==> src/rtl/dmem_arbiter.sv <==
// Round-robin arbiter sharing one asynchronous-read data RAM between the CPU (C) and the loader (L).
// Each access is window/alignment checked before it reaches the RAM; rejected accesses return an error response.
module dmem_arbiter #(
    parameter int ADDRESS_WIDTH = 32,
    parameter int DATA_WIDTH = 32,
    parameter logic [ADDRESS_WIDTH-1:0] DMEM_BASE = 32'h0000_1000,
    parameter logic [ADDRESS_WIDTH-1:0] DMEM_SIZE = 32'h0000_1000
) (
    input  logic                     clk,
    input  logic                     rst,
    input  logic                     c_req_valid,
    output logic                     c_req_ready,
    input  logic                     c_req_we,
    input  logic [1:0]               c_req_type,
    input  logic [ADDRESS_WIDTH-1:0] c_req_addr,
    input  logic [DATA_WIDTH-1:0]    c_req_wdata,
    output logic                     c_rsp_valid,
    input  logic                     c_rsp_ready,
    output logic [DATA_WIDTH-1:0]    c_rsp_rdata,
    output logic                     c_rsp_err,
    input  logic                     l_req_valid,
    output logic                     l_req_ready,
    input  logic                     l_req_we,
    input  logic [1:0]               l_req_type,
    input  logic [ADDRESS_WIDTH-1:0] l_req_addr,
    input  logic [DATA_WIDTH-1:0]    l_req_wdata,
    output logic                     l_rsp_valid,
    input  logic                     l_rsp_ready,
    output logic [DATA_WIDTH-1:0]    l_rsp_rdata,
    output logic                     l_rsp_err,
    output logic                     ram_we,
    output logic [1:0]               ram_type,
    output logic [ADDRESS_WIDTH-1:0] ram_a,
    output logic [DATA_WIDTH-1:0]    ram_wd,
    input  logic [DATA_WIDTH-1:0]    ram_rd
);
    localparam int AW = ADDRESS_WIDTH;
    localparam int DW = DATA_WIDTH;
    localparam logic GNT_C = 1'b0;

    typedef enum logic [1:0] {IDLE, ACCESS, RESP} state_t;

    state_t          state, state_nxt;
    logic            last_grant, gnt, sel, accept, rsp_fire;
    logic            req_we, req_err;
    logic [1:0]      req_type;
    logic [AW-1:0]   req_addr;
    logic [DW-1:0]   req_wd;
    logic [AW:0]     span, last_byte, win_hi;
    logic            cap_we, cap_err;
    logic [1:0]      cap_type;
    logic [AW-1:0]   cap_addr;
    logic [DW-1:0]   cap_wd, rsp_rdata;
    logic            rsp_err;

    // L wins only when C is idle or C was served last
    assign sel      = l_req_valid & (~c_req_valid | (last_grant == GNT_C));
    assign accept   = (state == IDLE) & (c_req_valid | l_req_valid) & ~rst;
    assign req_we   = sel ? l_req_we    : c_req_we;
    assign req_type = sel ? l_req_type  : c_req_type;
    assign req_addr = sel ? l_req_addr  : c_req_addr;
    assign req_wd   = sel ? l_req_wdata : c_req_wdata;

    // One extra address bit keeps accesses near 2^AW from wrapping into the window
    always_comb begin
        span = '0;
        case (req_type)
            2'b00:   span = (AW+1)'(3);
            2'b10:   span = (AW+1)'(1);
            default: span = '0;
        endcase
    end

    assign win_hi    = {1'b0, DMEM_BASE} + {1'b0, DMEM_SIZE} - (AW+1)'(1);
    assign last_byte = {1'b0, req_addr} + span;
    assign req_err   = (req_type == 2'b11)
                     | ((req_type == 2'b00) & (req_addr[1:0] != 2'b00))
                     | ((req_type == 2'b10) & req_addr[0])
                     | (req_addr < DMEM_BASE)
                     | (last_byte > win_hi);

    assign c_req_ready = accept & ~sel;
    assign l_req_ready = accept & sel;
    assign rsp_fire    = (state == RESP) & (gnt ? l_rsp_ready : c_rsp_ready);

    always_ff @(posedge clk) begin
        if (rst) state <= IDLE;
        else     state <= state_nxt;
    end

    always_comb begin
        state_nxt = state;
        case (state)
            IDLE:    if (accept)   state_nxt = ACCESS;
            ACCESS:                state_nxt = RESP;
            RESP:    if (rsp_fire) state_nxt = IDLE;
            default:               state_nxt = IDLE;
        endcase
    end

    always_ff @(posedge clk) begin
        if (rst) begin
            last_grant <= 1'b1;
            gnt        <= 1'b0;
            cap_we     <= 1'b0;
            cap_err    <= 1'b0;
            cap_type   <= '0;
            cap_addr   <= '0;
            cap_wd     <= '0;
            rsp_rdata  <= '0;
            rsp_err    <= 1'b0;
        end else begin
            if (accept) begin
                gnt      <= sel;
                cap_we   <= req_we;
                cap_err  <= req_err;
                cap_type <= req_type;
                cap_addr <= req_addr;
                cap_wd   <= req_wd;
            end
            if (state == ACCESS) begin
                rsp_rdata <= (~cap_we & ~cap_err) ? ram_rd : '0;
                rsp_err   <= cap_err;
            end
            if (rsp_fire) last_grant <= gnt;
        end
    end

    // A reset landing on the access cycle drops the write as well as the response
    assign ram_we   = (state == ACCESS) & cap_we & ~cap_err & ~rst;
    assign ram_type = cap_type;
    assign ram_a    = cap_addr;
    assign ram_wd   = cap_wd;

    assign c_rsp_valid = (state == RESP) & ~gnt;
    assign l_rsp_valid = (state == RESP) & gnt;
    assign c_rsp_rdata = gnt ? '0 : rsp_rdata;
    assign l_rsp_rdata = gnt ? rsp_rdata : '0;
    assign c_rsp_err   = ~gnt & rsp_err;
    assign l_rsp_err   = gnt & rsp_err;
endmodule

==> config.mk <==
export PLATFORM = sky130hd
export DESIGN_NAME = dmem_arbiter
export DESIGN_NICKNAME = d
export VERILOG_FILES = /design/src/rtl/dmem_arbiter.sv
export SDC_FILE = /design/constraint.sdc
export NUM_CORES = 1
export LEC_CHECK = 0
export ABC_AREA = 1
export CORE_AREA = 5 5 154 119
export CTS_BUF_LIST = sky130_fd_sc_hd__clkbuf_16
export DETAILED_ROUTE_END_ITERATION = 10
export DIE_AREA = 0 0 159 124
export PLACE_DENSITY = 0.8
export SYNTH_ARGS = -nofsm -noshare
export SYNTH_HDL_FRONTEND = slang
export SYNTH_SLANG_ARGS = --single-unit
==> constraint.sdc <==
create_clock -name clk -period 4.35 [get_ports clk]
set_input_delay 0.87 -clock clk [delete_from_list [all_inputs] [get_ports clk]]
set_output_delay 0.87 -clock clk [all_outputs]
set_load 0.05 [all_outputs]
==> flow_summary_export.csv, run 1 <==
group,metric,value,unit
run_status,outcome,"finished clean",
logic_synthesis,ys_types,28,
route,drtAntennaViolNets,0,
clocking,postCtsSetupRepairBufs,0,
sta,layout_worst_path_cycle_share,80.3,%
min_path,hold_class,"flop to flop",
die,core_area,16600,µm²
layout,finalInstanceArea,9970,µm²
worst_setup_path,crit_slowest_cell,"clkdlybuf4s50_1",
clocking,clockBufferDepth,2,
clocking,cts_buffers,9,
worst_setup_path,end_kind,"flop",
die,die_w,159,µm
sta,relSlewSlack,22.6,%
logic_synthesis,syn_avg_cell_area,5.99,µm²
logic_synthesis,ys.flop_type,"dfxtp_1",
sta,rsz0062_at_grt,"no",
layout,instances_no_fill,1570,
die,ios,309,
placed_design,placed_cells_incl_taps,1554,
clocking,clk_pin_slew_worst_paths,0.07,ns
layout,drive_above_1_share,3.91,%
clocking,clock-root-buffer,"clkbuf_16",
placed_design,post_dp_cell_area,9650,µm²
placed_design,port_buffers,308,
power,p_leak,0.00455,µW
global_routing,grt_pass1_wl,38.2,mm
layout,fillCellCount,1571,
worst_setup_path,path_max_fanout,21,
route,via_count,7813,
worst_setup_path,cp_slowest_stage_delay,0.49,ns
die,row_count,41,
clocking,post_cts_resized,0,
sta,hold_viol,0,
sta,fin_setup_tns,0,ns
route,wl_per_cell,15.7,µm
clocking,clk-insertion-delay-late,0.36,ns
sta,finalSetupViolations,0,
power,power.density,320,nW/µm²
route,totalWireLength,24.6,mm
worst_setup_path,critical_path_required,4.60,ns
worst_setup_path,start_kind,"input port",
worst_setup_path,cp_common_cell,"nand2_1",
die,start_util,39.2,%
global_routing,grt_use_total,23.7,%
worst_setup_path,critPathArrivalTime,3.75,ns
route,post_drt_via_cell_ratio,4.98,
sta,tightest_slew,1.15,ns
route,drc,0,
logic_synthesis,syn-num-nets,1258,
layout,syn_to_final_growth,53.6,%
logic_synthesis,synth_seq_cells,105,
route,drt_pre_antenna_iters,5,
logic_synthesis,synth-edff-count,0,
logic_synthesis,async_flop_share,0,%
die,die_area,19700,µm²
clocking,htreeDepth,3,
layout,fin_nets,1525,
worst_setup_path,critical_path_class,"input port to flop",
clocking,tritoncts,"built",
global_routing,grt_max_degree,70,
logic_synthesis,yosysWarnings,0,
layout,antenna_cells,0,
die,die_y,124,µm
global_routing,overflow,0,
logic_synthesis,synth_area,6490,µm²
job,drv_cap,0,
sta,clock.fmax,286,MHz
sta,fin_skew,0.00992,ns
worst_setup_path,path_cells,"clkdlybuf4s50_1 -> nand2_2 -> nand2_4 -> inv_2 -> nand2_1 -> nand2_1 -> nor2_1 -> ha_1 -> inv_1 -> nand2_1 -> nand3_1 -> nor2_1 -> nand3_1 -> nor2_4 -> nand2_2 -> a21oi_1 -> nand3_1 -> nor2_1 -> nand4_1 -> nand2_1 -> inv_1",
global_routing,grt_pass1_vias,7413,
layout,finish.utilization,60.1,%
logic_synthesis,syn_inst,1083,
route,drtIter0Drc,618,
placed_design,place_congestion,0.960,
placed_design,dpl.hpwl,19.1,mm
sta,slew_viol_final,0,
power,ir_drop,194,µV
global_routing,antenna_found_initial,0,
clocking,ctsHoldBuffers,0,
sta,min_period,3.49,ns
logic_synthesis,ys_seq_area_share,32.4,%
clocking,cts_num_sinks,105,
## state kept, by name, indices dropped and copies added (netlist names)
name	count
gnt	1
cap_we	1
ram_type	2
cap_err	1
ram_a	32
state	2
rsp_rdata	32
ram_wd	32
rsp_err	1
last_grant	1
## power breakdown
part,switching [µW],internal (µW),leakage [µW]
clock network,417,466,0.000157
logic,772,434,0.00353
registers,49.8,1050,0.000864
total,1240,1950,0.00455
## synth_stat cells, types with 2 or more instances
| master | n | area share, % |
|---|---|---|
| buf_1 | 8 | 0.46 |
| nand2_1 | 392 | 23 |
| a21oi_1 | 37 | 2.9 |
| buf_6 | 3 | 0.52 |
| a211oi_1 | 33 | 3.8 |
| nor2_1 | 99 | 5.7 |
| o21ai_0 | 4 | 0.31 |
| nand3b_1 | 22 | 2.5 |
| inv_2 | 3 | 0.17 |
| nand2_2 | 4 | 0.39 |
| buf_4 | 4 | 0.46 |
| nor3_1 | 2 | 0.15 |
| nor2_4 | 2 | 0.35 |
| inv_1 | 165 | 9.5 |
| clkbuf_1 | 32 | 1.9 |
| o21ai_1 | 5 | 0.39 |
| nor2_2 | 10 | 0.96 |
| buf_2 | 15 | 1.2 |
| clkinv_1 | 2 | 0.12 |
| a31oi_1 | 33 | 3.2 |
| nand4_1 | 5 | 0.48 |
| nand3_1 | 58 | 4.5 |
| o211ai_1 | 35 | 4.0 |
| dfxtp_1 | 105 | 32 |
| ha_1 | 2 | 0.39 |
## routing by layer
metal | global-route usage, % | wire length (µm) | vias to the layer above
li1 | - | - | 3926
met1 | 29.4 | 10500 | 3499
met2 | 39.8 | 11300 | 353
met3 | 8.24 | 2340 | 35
met4 | 5.81 | 444 | 0
met5 | 0 | 0 | -
## critical path, delay by kind of cell
kind | cells | cell delay (ns)
simple gates | 15 | 1.88
buf+inv | 4 | 0.64
fa+ha+maj | 1 | 0.18
compound gates | 1 | 0.15
## logic make-up (layout without fill, tap and decap cells)
family	Yosys count	after routing	share of synthesized area, %
compound gates	147	147	14.6
fa+ha+maj	3	3	0.694
buf+inv	232	504	14.3
flops	105	105	32.4
simple gates	596	596	38.0
## layout by cell type, fill, tap and decap left out
cell type / netlist / layout
nand3b_1: 22 / 22
inv_8: 0 / 2
clkinv_4: 0 / 1
buf_4: 4 / 10
clkdlybuf4s50_1: 0 / 304
nor3_1: 2 / 2
dfxtp_2: 0 / 1
clkinv_1: 2 / 2
fa_1: 1 / 1
ha_1: 2 / 2
dfxtp_1: 105 / 104
clkinv_8: 0 / 1
o211ai_1: 35 / 35
inv_1: 165 / 164
nor2_2: 10 / 10
nand2_2: 4 / 4
bufinv_16: 0 / 1
nand3_1: 58 / 58
nor2_4: 2 / 3
o21ai_1: 5 / 5
a31oi_1: 33 / 33
nand4_1: 5 / 5
clkbuf_16: 0 / 9
inv_2: 3 / 4
inv_6: 0 / 2
buf_2: 15 / 2
buf_12: 0 / 2
nor2_1: 99 / 98
nand2_1: 392 / 392
nand2_4: 1 / 1
a21oi_1: 37 / 37
a211oi_1: 33 / 33
o21ai_0: 4 / 4
and2_1: 1 / 1
## per-stage QoR
stage               total power (µW)  hold slack [ns]  setup slack [ns]
finish                          3190            0.479             0.858
detailed placement              2330            0.468             0.560
CTS                             3220            0.482             0.932
global placement                2320            0.466             0.662
floorplan                       1860            0.452              1.22
global route                    3360            0.494             0.556
## area by class of cell
type                    instances  area (µm²)  area share (%)
multi-input cells             746        3470            34.8
well taps                     215         269            2.70
clock buffers                   9         225            2.26
inverters                     170         638            6.40
flip-flops and latches        105        2100            21.1
repair buffers                318        3170            31.8
clock inverters                 7        95.1           0.954
## final timing paths
path | start | slack, ns | depth (start not counted) | endpoint
setup / recovery | c_req_valid | 0.86 | 21 | cap_err$_SDFFE_PP0P_
hold / removal | rsp_rdata[18]$_SDFFE_PP0N_ | 0.48 | 2 | rsp_rdata[18]$_SDFFE_PP0N_
setup reg to reg | last_grant$_SDFFE_PP1P_ | 1.53 | 20 | cap_err$_SDFFE_PP0P_
hold reg to reg | rsp_rdata[18]$_SDFFE_PP0N_ | 0.48 | 2 | rsp_rdata[18]$_SDFFE_PP0N_
(Power assumes the default switching activity.)
==> inputs of run 2 (changes only) <==
CORE_AREA = 5 5 157 122   (was 5 5 154 119)
DIE_AREA = 0 0 162 127   (was 0 0 159 124)
clock period = 3.05 ns   (was 4.35 ns; I/O delays follow)
==> run 2 against run 1 <==
First-iteration DRC count fell by 12%; die area rose by 4.4%; via count rose by 1.1%; global-route usage fell by 0.41 points; cell area rose by 6.3%; non-clock buffer count rose by 73; sequential share of layout area fell by 1.2 points; largest power group unchanged; highest routed layer unchanged.
==> flow_summary_export.csv, run 2 (synthesized netlist as in run 1, its figures left out) <==
group,metric,value,unit
run_status,outcome,"finished clean",
layout,fin_nets,1599,
clocking,post_cts_resized,0,
layout,mostFrequentLayoutCells,"390 x nand2_1, 303 x clkdlybuf4s50_1, 164 x inv_1",
power,power.total,4720,µW
sta,finalSetupViolations,0,
placed_design,port_buffers,308,
global_routing,antenna_found_initial,1,
power,p_leak,0.00493,µW
route,drt_pre_antenna_iters,5,
power,power.density,445,nW/µm²
clocking,clk-insertion-delay-late,0.35,ns
sta,slew_viol_final,0,
layout,multiInputGateArea,3510,µm²
die,die_y,127,µm
die,ios,309,
clocking,cts_buffers,9,
route,drtAntennaViolNets,0,
die,start_util,37.4,%
global_routing,grt_pass1_vias,7516,
clocking,htreeDepth,3,
clocking,clk_pin_slew_worst_paths,0.08,ns
global_routing,grt_max_degree,66,
min_path,hold_class,"flop to flop",
layout,seqCellArea,2100,µm²
clocking,clock-root-buffer,"clkbuf_16",
global_routing,overflow,0,
placed_design,placed_cells_incl_taps,1632,
worst_setup_path,critPathArrivalTime,2.21,ns
sta,rsz0062_at_grt,"no",
sta,whs,0.481,ns
sta,tightest_slew,0.758,ns
die,row_count,42,
worst_setup_path,end_kind,"output pin",
route,via_count,7897,
route,totalWireLength,25.1,mm
layout,syn_to_final_growth,63.2,%
layout,instances_no_fill,1651,
route,wl_per_cell,15.2,µm
layout,final_common_cell,"nand2_1",
clocking,postCtsSetupRepairBufs,0,
die,die_area,20600,µm²
sta,layout_worst_path_cycle_share,92.4,%
clocking,clockBufferDepth,2,
route,drtIter0Drc,544,
die,die_w,162,µm
worst_setup_path,start_kind,"flop",
placed_design,dpl.hpwl,20.0,mm
die,core_area,17300,µm²
worst_setup_path,critical_path_required,2.44,ns
global_routing,grt_pass1_wl,39.0,mm
clocking,ctsHoldBuffers,0,
layout,fillCellCount,1594,
sta,clock.fmax,355,MHz
sta,min_period,2.82,ns
layout,drive_above_1_share,9.38,%
route,post_drt_via_cell_ratio,4.78,
job,drv_cap,0,
worst_setup_path,rrSetupSlack,0.49,ns
sta,hold_viol,0,
sta,relSlewSlack,49.5,%
clocking,tritoncts,"built",
global_routing,grt_use_total,23.3,%
worst_setup_path,critical_path_class,"flop to output pin",
route,drc,0,
sta,fin_skew,0.00990,ns
clocking,cts_num_sinks,105,
layout,finish.utilization,61.1,%
power,ir_drop,260,µV
worst_setup_path,path_max_fanout,29,
placed_design,place_congestion,0.925,
sta,fin_setup_tns,0,ns
[run 2: cell count changes in the layout (fill, tap and decap cells not counted), moves of 2 or more]
| cell | change |
|---|---|
| nor2_1 | -4 |
| nor2_2 | +3 |
| nand2_2 | +2 |
| nand2_1 | -2 |
| diode_2 | +2 |
| buf_4 | +71 |
[run 2: critical path, stage by stage (launching register included)]
cell             delay [ns]
dfxtp_2                0.67
buf_4                  0.26
nand2_1                0.06
inv_1                  0.05
clkdlybuf4s50_1        0.79
[run 2: path summary, 6_finish.rpt]
kind / from / end / cells past startpoint
worst max-delay path: gnt$_SDFFE_PP0P_ / l_rsp_rdata[5] / 4
worst min-delay path: rsp_rdata[26]$_SDFFE_PP0N_ / rsp_rdata[26]$_SDFFE_PP0N_ / 2
worst max register to register: last_grant$_SDFFE_PP1P_ / cap_err$_SDFFE_PP0P_ / 21
worst min register to register: rsp_rdata[26]$_SDFFE_PP0N_ / rsp_rdata[26]$_SDFFE_PP0N_ / 2
[run 2: cell type report]
type	count	share of cell area, %
diodes	2	0.0473
clock buffers	9	2.13
clock inverters	7	0.957
inverters	170	6.03
multi-input cells	747	33.1
flip-flops and latches	105	19.9
well taps	220	2.60
repair buffers	391	35.3
[run 2: where the power goes]
group	switching (µW)	internal (µW)	total (µW)
Sequential	81.7	1500	1580
Combinational	1120	714	1830
Clock	572	730	1300
Total	1770	2940	4720
[run 2: metal layers]
layer | track usage, % | share of wire, % | vias to the layer above
met5 | 0 | 0 | -
met4 | 6.02 | 2.2 | 0
met3 | 7.28 | 8.5 | 30
met2 | 40.0 | 47 | 299
met1 | 28.4 | 43 | 3492
li1 | - | - | 4076
[run 2: through the flow]
stage | area [µm²] | setup WS [ns]
2_1_floorplan | 6490 | 0.179
5_1_grt | 10600 | 0.104
3_3_place_gp | 10200 | -0.163
6_report | 10600 | 0.231
3_5_place_dp | 10200 | -0.249
4_1_cts | 10500 | 0.112
